File: config.mk
export PLATFORM = sky130hd
export DESIGN_NAME = md_issue_flat
export DESIGN_NICKNAME = d
export VERILOG_FILES = /design/src/rtl/md_pkg.sv /design/src/rtl/md_issue_if.sv /design/src/rtl/md_issue_sat_counter.sv /design/src/rtl/md_issue.sv /design/src/flat_wrapper.sv
export SDC_FILE = /design/constraint.sdc
export NUM_CORES = 1
export LEC_CHECK = 0
export CORE_ASPECT_RATIO = 1.25
export CORE_UTILIZATION = 48
export CTS_BUF_LIST = sky130_fd_sc_hd__clkbuf_16
export DETAILED_ROUTE_END_ITERATION = 10
export HOLD_SLACK_MARGIN = 0.06
export PLACE_DENSITY = 0.78
export SYNTH_ARGS = -nofsm -noshare
export SYNTH_HDL_FRONTEND = slang
export SYNTH_HIERARCHICAL = 1
export SYNTH_SLANG_ARGS = --single-unit
File: constraint.sdc
create_clock -name Clk -period 3.7 [get_ports Clk]
set_input_delay 0.37 -clock Clk [delete_from_list [all_inputs] [get_ports Clk]]
set_output_delay 0.37 -clock Clk [all_outputs]
set_load 0.02 [all_outputs]
File: src/rtl/md_pkg.sv
// md_pkg: op codes, issue-stage FSM states and op classification helpers
// shared by the MD issue stage, the MD unit and the instruction decoder.
// Ports: none (package).
package md_pkg;

  // MD op codes as carried on InOp / MDOp
  localparam logic [3:0] MD_NONE  = 4'd0;
  localparam logic [3:0] MD_MULT  = 4'd1;
  localparam logic [3:0] MD_MULTU = 4'd2;
  localparam logic [3:0] MD_MADD  = 4'd3;
  localparam logic [3:0] MD_MADDU = 4'd4;
  localparam logic [3:0] MD_MSUB  = 4'd5;
  localparam logic [3:0] MD_MSUBU = 4'd6;
  localparam logic [3:0] MD_MTHI  = 4'd7;
  localparam logic [3:0] MD_MTLO  = 4'd8;
  localparam logic [3:0] MD_MFHI  = 4'd9;
  localparam logic [3:0] MD_MFLO  = 4'd10;
  localparam logic [3:0] MD_DIV   = 4'd14;
  localparam logic [3:0] MD_DIVU  = 4'd15;

  // Issue-stage FSM states
  localparam logic [0:0] IDLE = 1'b0;
  localparam logic [0:0] HOLD = 1'b1;

  // Ops that kick off a multi-cycle MD operation (MDStart=1)
  function automatic logic is_start_op(input logic [3:0] op);
    return ((op >= MD_MULT) && (op <= MD_MSUBU)) || (op == MD_DIV) || (op == MD_DIVU);
  endfunction

  // Ops the issue stage acts on; 0 and the unused codes 11-13 are ignored
  function automatic logic is_md_op(input logic [3:0] op);
    return ((op >= MD_MULT) && (op <= MD_MFLO)) || (op == MD_DIV) || (op == MD_DIVU);
  endfunction

  function automatic logic is_div_op(input logic [3:0] op);
    return (op == MD_DIV) || (op == MD_DIVU);
  endfunction

endpackage

File: src/rtl/md_issue_if.sv
// md_issue_if: bundle of pipeline-side and MD-side signals of the MD issue stage.
// Ports: In* / Flush / ClrDivZero from the pipeline, MDBusy from MD;
//        MDOp/MDStart/A/B to MD, Stall/DivZero/StallCnt to the pipeline.
interface md_issue_if #(parameter int CNT_W = 32);
  logic             InValid;
  logic [3:0]       InOp;
  logic [31:0]      InA;
  logic [31:0]      InB;
  logic             Flush;
  logic             MDBusy;
  logic             ClrDivZero;
  logic [3:0]       MDOp;
  logic             MDStart;
  logic [31:0]      A;
  logic [31:0]      B;
  logic             Stall;
  logic             DivZero;
  logic [CNT_W-1:0] StallCnt;

  // Issue stage's view
  modport slave (
    input  InValid, InOp, InA, InB, Flush, MDBusy, ClrDivZero,
    output MDOp, MDStart, A, B, Stall, DivZero, StallCnt
  );

  // Pipeline / MD environment's view
  modport master (
    output InValid, InOp, InA, InB, Flush, MDBusy, ClrDivZero,
    input  MDOp, MDStart, A, B, Stall, DivZero, StallCnt
  );
endinterface

File: src/rtl/md_issue_sat_counter.sv
// sat_counter: W-bit up counter that sticks at all-ones instead of wrapping.
// Ports: clk_i, rst_i (async, active-high), inc_i (count this edge),
//        clr_i (synchronous clear, wins over inc_i), cnt_o (current count).
module sat_counter #(
  parameter int W = 32
) (
  input  logic         clk_i,
  input  logic         rst_i,
  input  logic         inc_i,
  input  logic         clr_i,
  output logic [W-1:0] cnt_o
);
  localparam logic [W-1:0] ONE = {{(W-1){1'b0}}, 1'b1};

  logic [W-1:0] cnt_q, cnt_d;

  always_comb begin
    cnt_d = cnt_q;
    if (clr_i) begin
      cnt_d = '0;
    end else if (inc_i && (cnt_q != '1)) begin
      cnt_d = cnt_q + ONE;
    end
  end

  always_ff @(posedge clk_i or posedge rst_i) begin
    if (rst_i) begin
      cnt_q <= '0;
    end else begin
      cnt_q <= cnt_d;
    end
  end

  assign cnt_o = cnt_q;
endmodule

File: src/rtl/md_issue.sv
// md_issue: E-stage issue/interlock in front of the multiply/divide unit.
// Ports: Clk, Rst (async, active-high); bus (md_issue_if.slave) carrying the
//        E instruction, Flush, MDBusy, ClrDivZero in and MDOp/MDStart/A/B,
//        Stall, DivZero, StallCnt out.
module md_issue
  import md_pkg::*;
#(
  parameter int CNT_W = 32
) (
  input logic        Clk,
  input logic        Rst,
  md_issue_if.slave  bus
);

  logic [0:0]  state_q, state_d;
  logic [3:0]  slot_op_q, slot_op_d;
  logic [31:0] slot_a_q, slot_a_d;
  logic [31:0] slot_b_q, slot_b_d;
  logic        div_zero_q, div_zero_d;

  logic        md_class;
  logic [3:0]  op_c;
  logic [31:0] a_c, b_c;
  logic        start_c, stall_c;

  assign md_class = bus.InValid && is_md_op(bus.InOp);

  always_comb begin
    state_d   = state_q;
    slot_op_d = slot_op_q;
    slot_a_d  = slot_a_q;
    slot_b_d  = slot_b_q;
    op_c      = MD_NONE;
    a_c       = '0;
    b_c       = '0;
    start_c   = 1'b0;
    stall_c   = 1'b0;

    if (bus.Flush) begin
      // Kill the E instruction and any parked op; MD keeps whatever it started.
      state_d   = IDLE;
      slot_op_d = MD_NONE;
      slot_a_d  = '0;
      slot_b_d  = '0;
    end else begin
      case (state_q)
        IDLE: begin
          if (md_class) begin
            if (!bus.MDBusy) begin
              // Same-cycle pass-through so mfhi/mflo results land this cycle.
              op_c    = bus.InOp;
              a_c     = bus.InA;
              b_c     = bus.InB;
              start_c = is_start_op(bus.InOp);
            end else begin
              // MD busy: park the op and freeze the pipeline. Every MD-class
              // op waits, which keeps HI/LO accesses in program order.
              stall_c   = 1'b1;
              slot_op_d = bus.InOp;
              slot_a_d  = bus.InA;
              slot_b_d  = bus.InB;
              state_d   = HOLD;
            end
          end
        end
        HOLD: begin
          if (bus.MDBusy) begin
            stall_c = 1'b1;
          end else begin
            // Issue from the slot, not from the inputs, and release the
            // pipeline; the held instruction retires at this edge.
            op_c      = slot_op_q;
            a_c       = slot_a_q;
            b_c       = slot_b_q;
            start_c   = is_start_op(slot_op_q);
            state_d   = IDLE;
            slot_op_d = MD_NONE;
            slot_a_d  = '0;
            slot_b_d  = '0;
          end
        end
        default: begin
          state_d = IDLE;
        end
      endcase
    end
  end

  // Sticky divide-by-zero; a new occurrence beats a simultaneous clear.
  always_comb begin
    div_zero_d = div_zero_q;
    if (start_c && is_div_op(op_c) && (b_c == 32'd0)) begin
      div_zero_d = 1'b1;
    end else if (bus.ClrDivZero) begin
      div_zero_d = 1'b0;
    end
  end

  always_ff @(posedge Clk or posedge Rst) begin
    if (Rst) begin
      state_q    <= IDLE;
      slot_op_q  <= MD_NONE;
      slot_a_q   <= '0;
      slot_b_q   <= '0;
      div_zero_q <= 1'b0;
    end else begin
      state_q    <= state_d;
      slot_op_q  <= slot_op_d;
      slot_a_q   <= slot_a_d;
      slot_b_q   <= slot_b_d;
      div_zero_q <= div_zero_d;
    end
  end

  sat_counter #(.W(CNT_W)) u_stall_cnt (
    .clk_i (Clk),
    .rst_i (Rst),
    .inc_i (stall_c),
    .clr_i (1'b0),
    .cnt_o (bus.StallCnt)
  );

  // The outputs are combinational from the inputs, so hold them quiet for the
  // whole time Rst is high rather than only after the registers settle.
  assign bus.MDOp    = Rst ? MD_NONE : op_c;
  assign bus.A       = Rst ? 32'd0   : a_c;
  assign bus.B       = Rst ? 32'd0   : b_c;
  assign bus.MDStart = Rst ? 1'b0    : start_c;
  assign bus.Stall   = Rst ? 1'b0    : stall_c;
  assign bus.DivZero = div_zero_q;

endmodule

File: src/flat_wrapper.sv
// flat-port wrapper written by rule: the top's interface ports become plain ports
module md_issue_flat import md_pkg::*;
#(
  parameter int CNT_W = 32
)
  (Clk, Rst, bus_InValid, bus_InOp, bus_InA, bus_InB, bus_Flush, bus_MDBusy, bus_ClrDivZero, bus_MDOp, bus_MDStart, bus_A, bus_B, bus_Stall, bus_DivZero, bus_StallCnt);
  md_issue_if #(.CNT_W(CNT_W)) bus_i ();
  input logic Clk;
  input logic Rst;
  input wire logic [$bits(bus_i.InValid)-1:0] bus_InValid;
  input wire logic [$bits(bus_i.InOp)-1:0] bus_InOp;
  input wire logic [$bits(bus_i.InA)-1:0] bus_InA;
  input wire logic [$bits(bus_i.InB)-1:0] bus_InB;
  input wire logic [$bits(bus_i.Flush)-1:0] bus_Flush;
  input wire logic [$bits(bus_i.MDBusy)-1:0] bus_MDBusy;
  input wire logic [$bits(bus_i.ClrDivZero)-1:0] bus_ClrDivZero;
  output wire logic [$bits(bus_i.MDOp)-1:0] bus_MDOp;
  output wire logic [$bits(bus_i.MDStart)-1:0] bus_MDStart;
  output wire logic [$bits(bus_i.A)-1:0] bus_A;
  output wire logic [$bits(bus_i.B)-1:0] bus_B;
  output wire logic [$bits(bus_i.Stall)-1:0] bus_Stall;
  output wire logic [$bits(bus_i.DivZero)-1:0] bus_DivZero;
  output wire logic [$bits(bus_i.StallCnt)-1:0] bus_StallCnt;
  assign bus_i.InValid = bus_InValid;
  assign bus_i.InOp = bus_InOp;
  assign bus_i.InA = bus_InA;
  assign bus_i.InB = bus_InB;
  assign bus_i.Flush = bus_Flush;
  assign bus_i.MDBusy = bus_MDBusy;
  assign bus_i.ClrDivZero = bus_ClrDivZero;
  assign bus_MDOp = bus_i.MDOp;
  assign bus_MDStart = bus_i.MDStart;
  assign bus_A = bus_i.A;
  assign bus_B = bus_i.B;
  assign bus_Stall = bus_i.Stall;
  assign bus_DivZero = bus_i.DivZero;
  assign bus_StallCnt = bus_i.StallCnt;
  md_issue #(.CNT_W(CNT_W)) u_core (.Clk(Clk), .Rst(Rst), .bus(bus_i));
endmodule
==> impl_metrics.toml <==
[run_status]
outcome = "finished clean"

[clock_network]
cts_sinks = 102
cts_buffers = 9
clockBufferDepth = 2
htreeDepth = 3
postCtsSetupBuffers = 0
path_clk_slew_ns = 0.07
clock_latency_ns = 0.34
tritoncts = "done"
post_cts_resized = 0
clockRootBuffer = "clkbuf_16"
hold_buffers = 0

[place]
gp_congestion = 0.838
io_buffers = 176
dpl.cell_count = 1043
dp_hpwl_um = 12600

[floorplanning]
die_h_um = 127
core_area_mm2 = 0.0122
io_pins = 177
die_w_um = 102
start_util_pct = 49.4
dieArea_mm2 = 0.0130
rows = 45

[pwr]
power_density_mw_per_mm2 = 325
peakVddDrop_v = 0.000284
leakage_nw = 3.08

[logic_synthesis]
yosys_warnings = 6
synth_cells = 743
synth_area_leaders = "dfrtp_1 (42%), nand2_1 (11%), o21ai_0 (5.6%)"
synth_area_mm2 = 0.00601
synth_top_area_share_pct = 42.5
async_flop_share_pct = 100
synth_edf_count = 0
synth_ff_type = "dfrtp_1"
synth_fp_nets = 818
yosys.area.top_type = "dfrtp_1"
yosysSeqAreaShare_pct = 42.5
synth_seq_cells = 102
synth.avg_cell_area_um2 = 8.09
synth_cell_type_count = 61

[drt]
ant_nets = 0
vias = 6195
drt_pre_antenna_iters = 5
drt_iter0_markers = 477
avgRoutedWirePerCell_um = 16.9
vias_per_cell = 5.86
drcViolationCount = 0
routed_wl_um = 17900

[run]
max-cap-violations = 0

[final_layout]
nNetsFinal = 965
fillCellCount = 1027
layout_commonest_cell = "nand2_1"
final_layout_size_suffix_gt1_share_pct = 5.38
antennaDiodeCount = 0
instances_no_fill = 1057
area_growth_pct = 36.3
final_cell_mix = "nand2_1 (181), clkdlybuf4s50_1 (176), dfrtp_1 (101)"

[timing]
fin_tns_setup_ns = 0
hold_viol = 0
rsz0062_at_grt = "no"
fmax_mhz = 306
finalMaxSlewViolations = 0
finalCriticalPeriod_ns = 3.27
finClkSkew_ns = 0.00771
maxSlewHeadroom_pct = 34.7
fin_crit_sh_pct = 88.4
finalSetupViolCount = 0
tightest_slew_ns = 0.980

[worst_setup_path]
slowest_stage = "clkdlybuf4s50_1"
critPathTopFamily = "buffers and inverters"
critPathLaunchType = "input pin"
required_ns = 3.33
path_buf_inv = 4
cp-end-kind = "output port"
crit_arrival_ns = 2.90
path_class = "input pin to output port"
cp_max_fo = 27
crit_chain = "clkdlybuf4s50_1, buf_4, and3b_1, nor4b_4, buf_4, nand3b_1, a21oi_1, clkdlybuf4s50_1"
critPathMaxStageDelay_ns = 0.66

[grt]
grt_pass1_wl_um = 28700
grt-ovfl-total = 0
grt_antenna_before_repair = 0
grt_max_degree = 137
groute.usage.overall_pct = 28.1
grt_pass1_vias = 5824

[hold_path]
hold_class = "input pin to asynchronous set/reset pin"
## registers in the layout, indices dropped and copies added (netlist names)
name / cells
u_core/slot_a_q: 32
u_core/slot_b_q: 32
u_core/u_stall_cnt/cnt_o: 32
u_core/slot_op_q: 4
u_core/bus.DivZero: 1
u_core/state_q: 1
## through the flow
step	util, %	hold WS (ns)	worst slack, ns	total power [mW]	instance area (um2)
finish	67.4	0.428	0.430	2.66	8200
global route	67.4	0.514	0.315	2.78	8200
CTS	67.4	0.431	0.442	2.68	8200
detailed placement	64.9	0.473	0.256	1.71	7890
global placement	64.9	0.463	0.392	1.69	7890
floorplan	-	0.450	0.321	1.50	6010
## power by group
| part | internal [mW] | leakage (nW) | total, mW | switching [mW] |
|---|---|---|---|---|
| registers | 1.19 | 1.36 | 1.24 | 0.0530 |
| logic | 0.191 | 1.57 | 0.450 | 0.259 |
| clock network | 0.582 | 0.146 | 0.970 | 0.389 |
| total | 1.96 | 3.08 | 2.66 | 0.701 |
## cell type report
type / instances / area [um2] / share of cell area (%)
clock buffer: 9 / 225 / 2.75
clock inverter: 5 / 76.3 / 0.931
inverter: 10 / 37.5 / 0.458
multi-input combinational: 574 / 3180 / 38.8
sequential: 102 / 2550 / 31.2
tap: 164 / 205 / 2.50
timing repair buffer: 193 / 1910 / 23.4
## synthesized netlist by cell type, types with 10 or more instances
| cell type | n |
|---|---|
| nor4_1 | 11 |
| o21ai_1 | 12 |
| or3_1 | 11 |
| nor2_1 | 63 |
| nand3b_1 | 27 |
| dfrtp_1 | 102 |
| o21ai_0 | 67 |
| a22oi_1 | 39 |
| clkbuf_1 | 42 |
| a21oi_1 | 47 |
| inv_1 | 10 |
| nand2_1 | 182 |
| o31ai_1 | 10 |
| or4_1 | 12 |
## path summary, 6_finish.rpt
path / startpoint / endpoint / slack (ns) / cells after the start
setup / recovery: bus_InOp[2] / bus_B[10] / 0.43 / 8
hold / removal: Rst / u_core/u_stall_cnt/cnt_o[10] / 0.43 / 2
max in group asynchronous: Rst / u_core/state_q / 2.38 / 3
min in group Clk: u_core/slot_a_q[27] / u_core/slot_a_q[27] / 0.48 / 2
setup reg to reg: u_core/u_stall_cnt/cnt_o[8] / u_core/u_stall_cnt/cnt_o[23] / 1.17 / 5
hold reg to reg: u_core/slot_a_q[27] / u_core/slot_a_q[27] / 0.48 / 2
## routing by layer
metal / part of all wire (%) / GRT usage [%] / vias up
met5: 0 / 0 / -
met4: 2.9 / 11.7 / 0
met3: 6.4 / 5.53 / 36
met2: 51 / 47.3 / 241
met1: 40 / 34.9 / 3000
li1: - / - / 2918
## logic make-up after synthesis
logic type      after synthesis  share of synthesized area, %
xor+xnor                     12                          1.75
mux                           2                         0.354
fa+ha+maj                     1                         0.208
other cells                   1                        0.0624
simple gates                361                          30.4
buf+inv                      67                          4.75
compound gates              197                          20.0
flops                       102                          42.5
No activity file was read; power rests on OpenSTA's default activity.
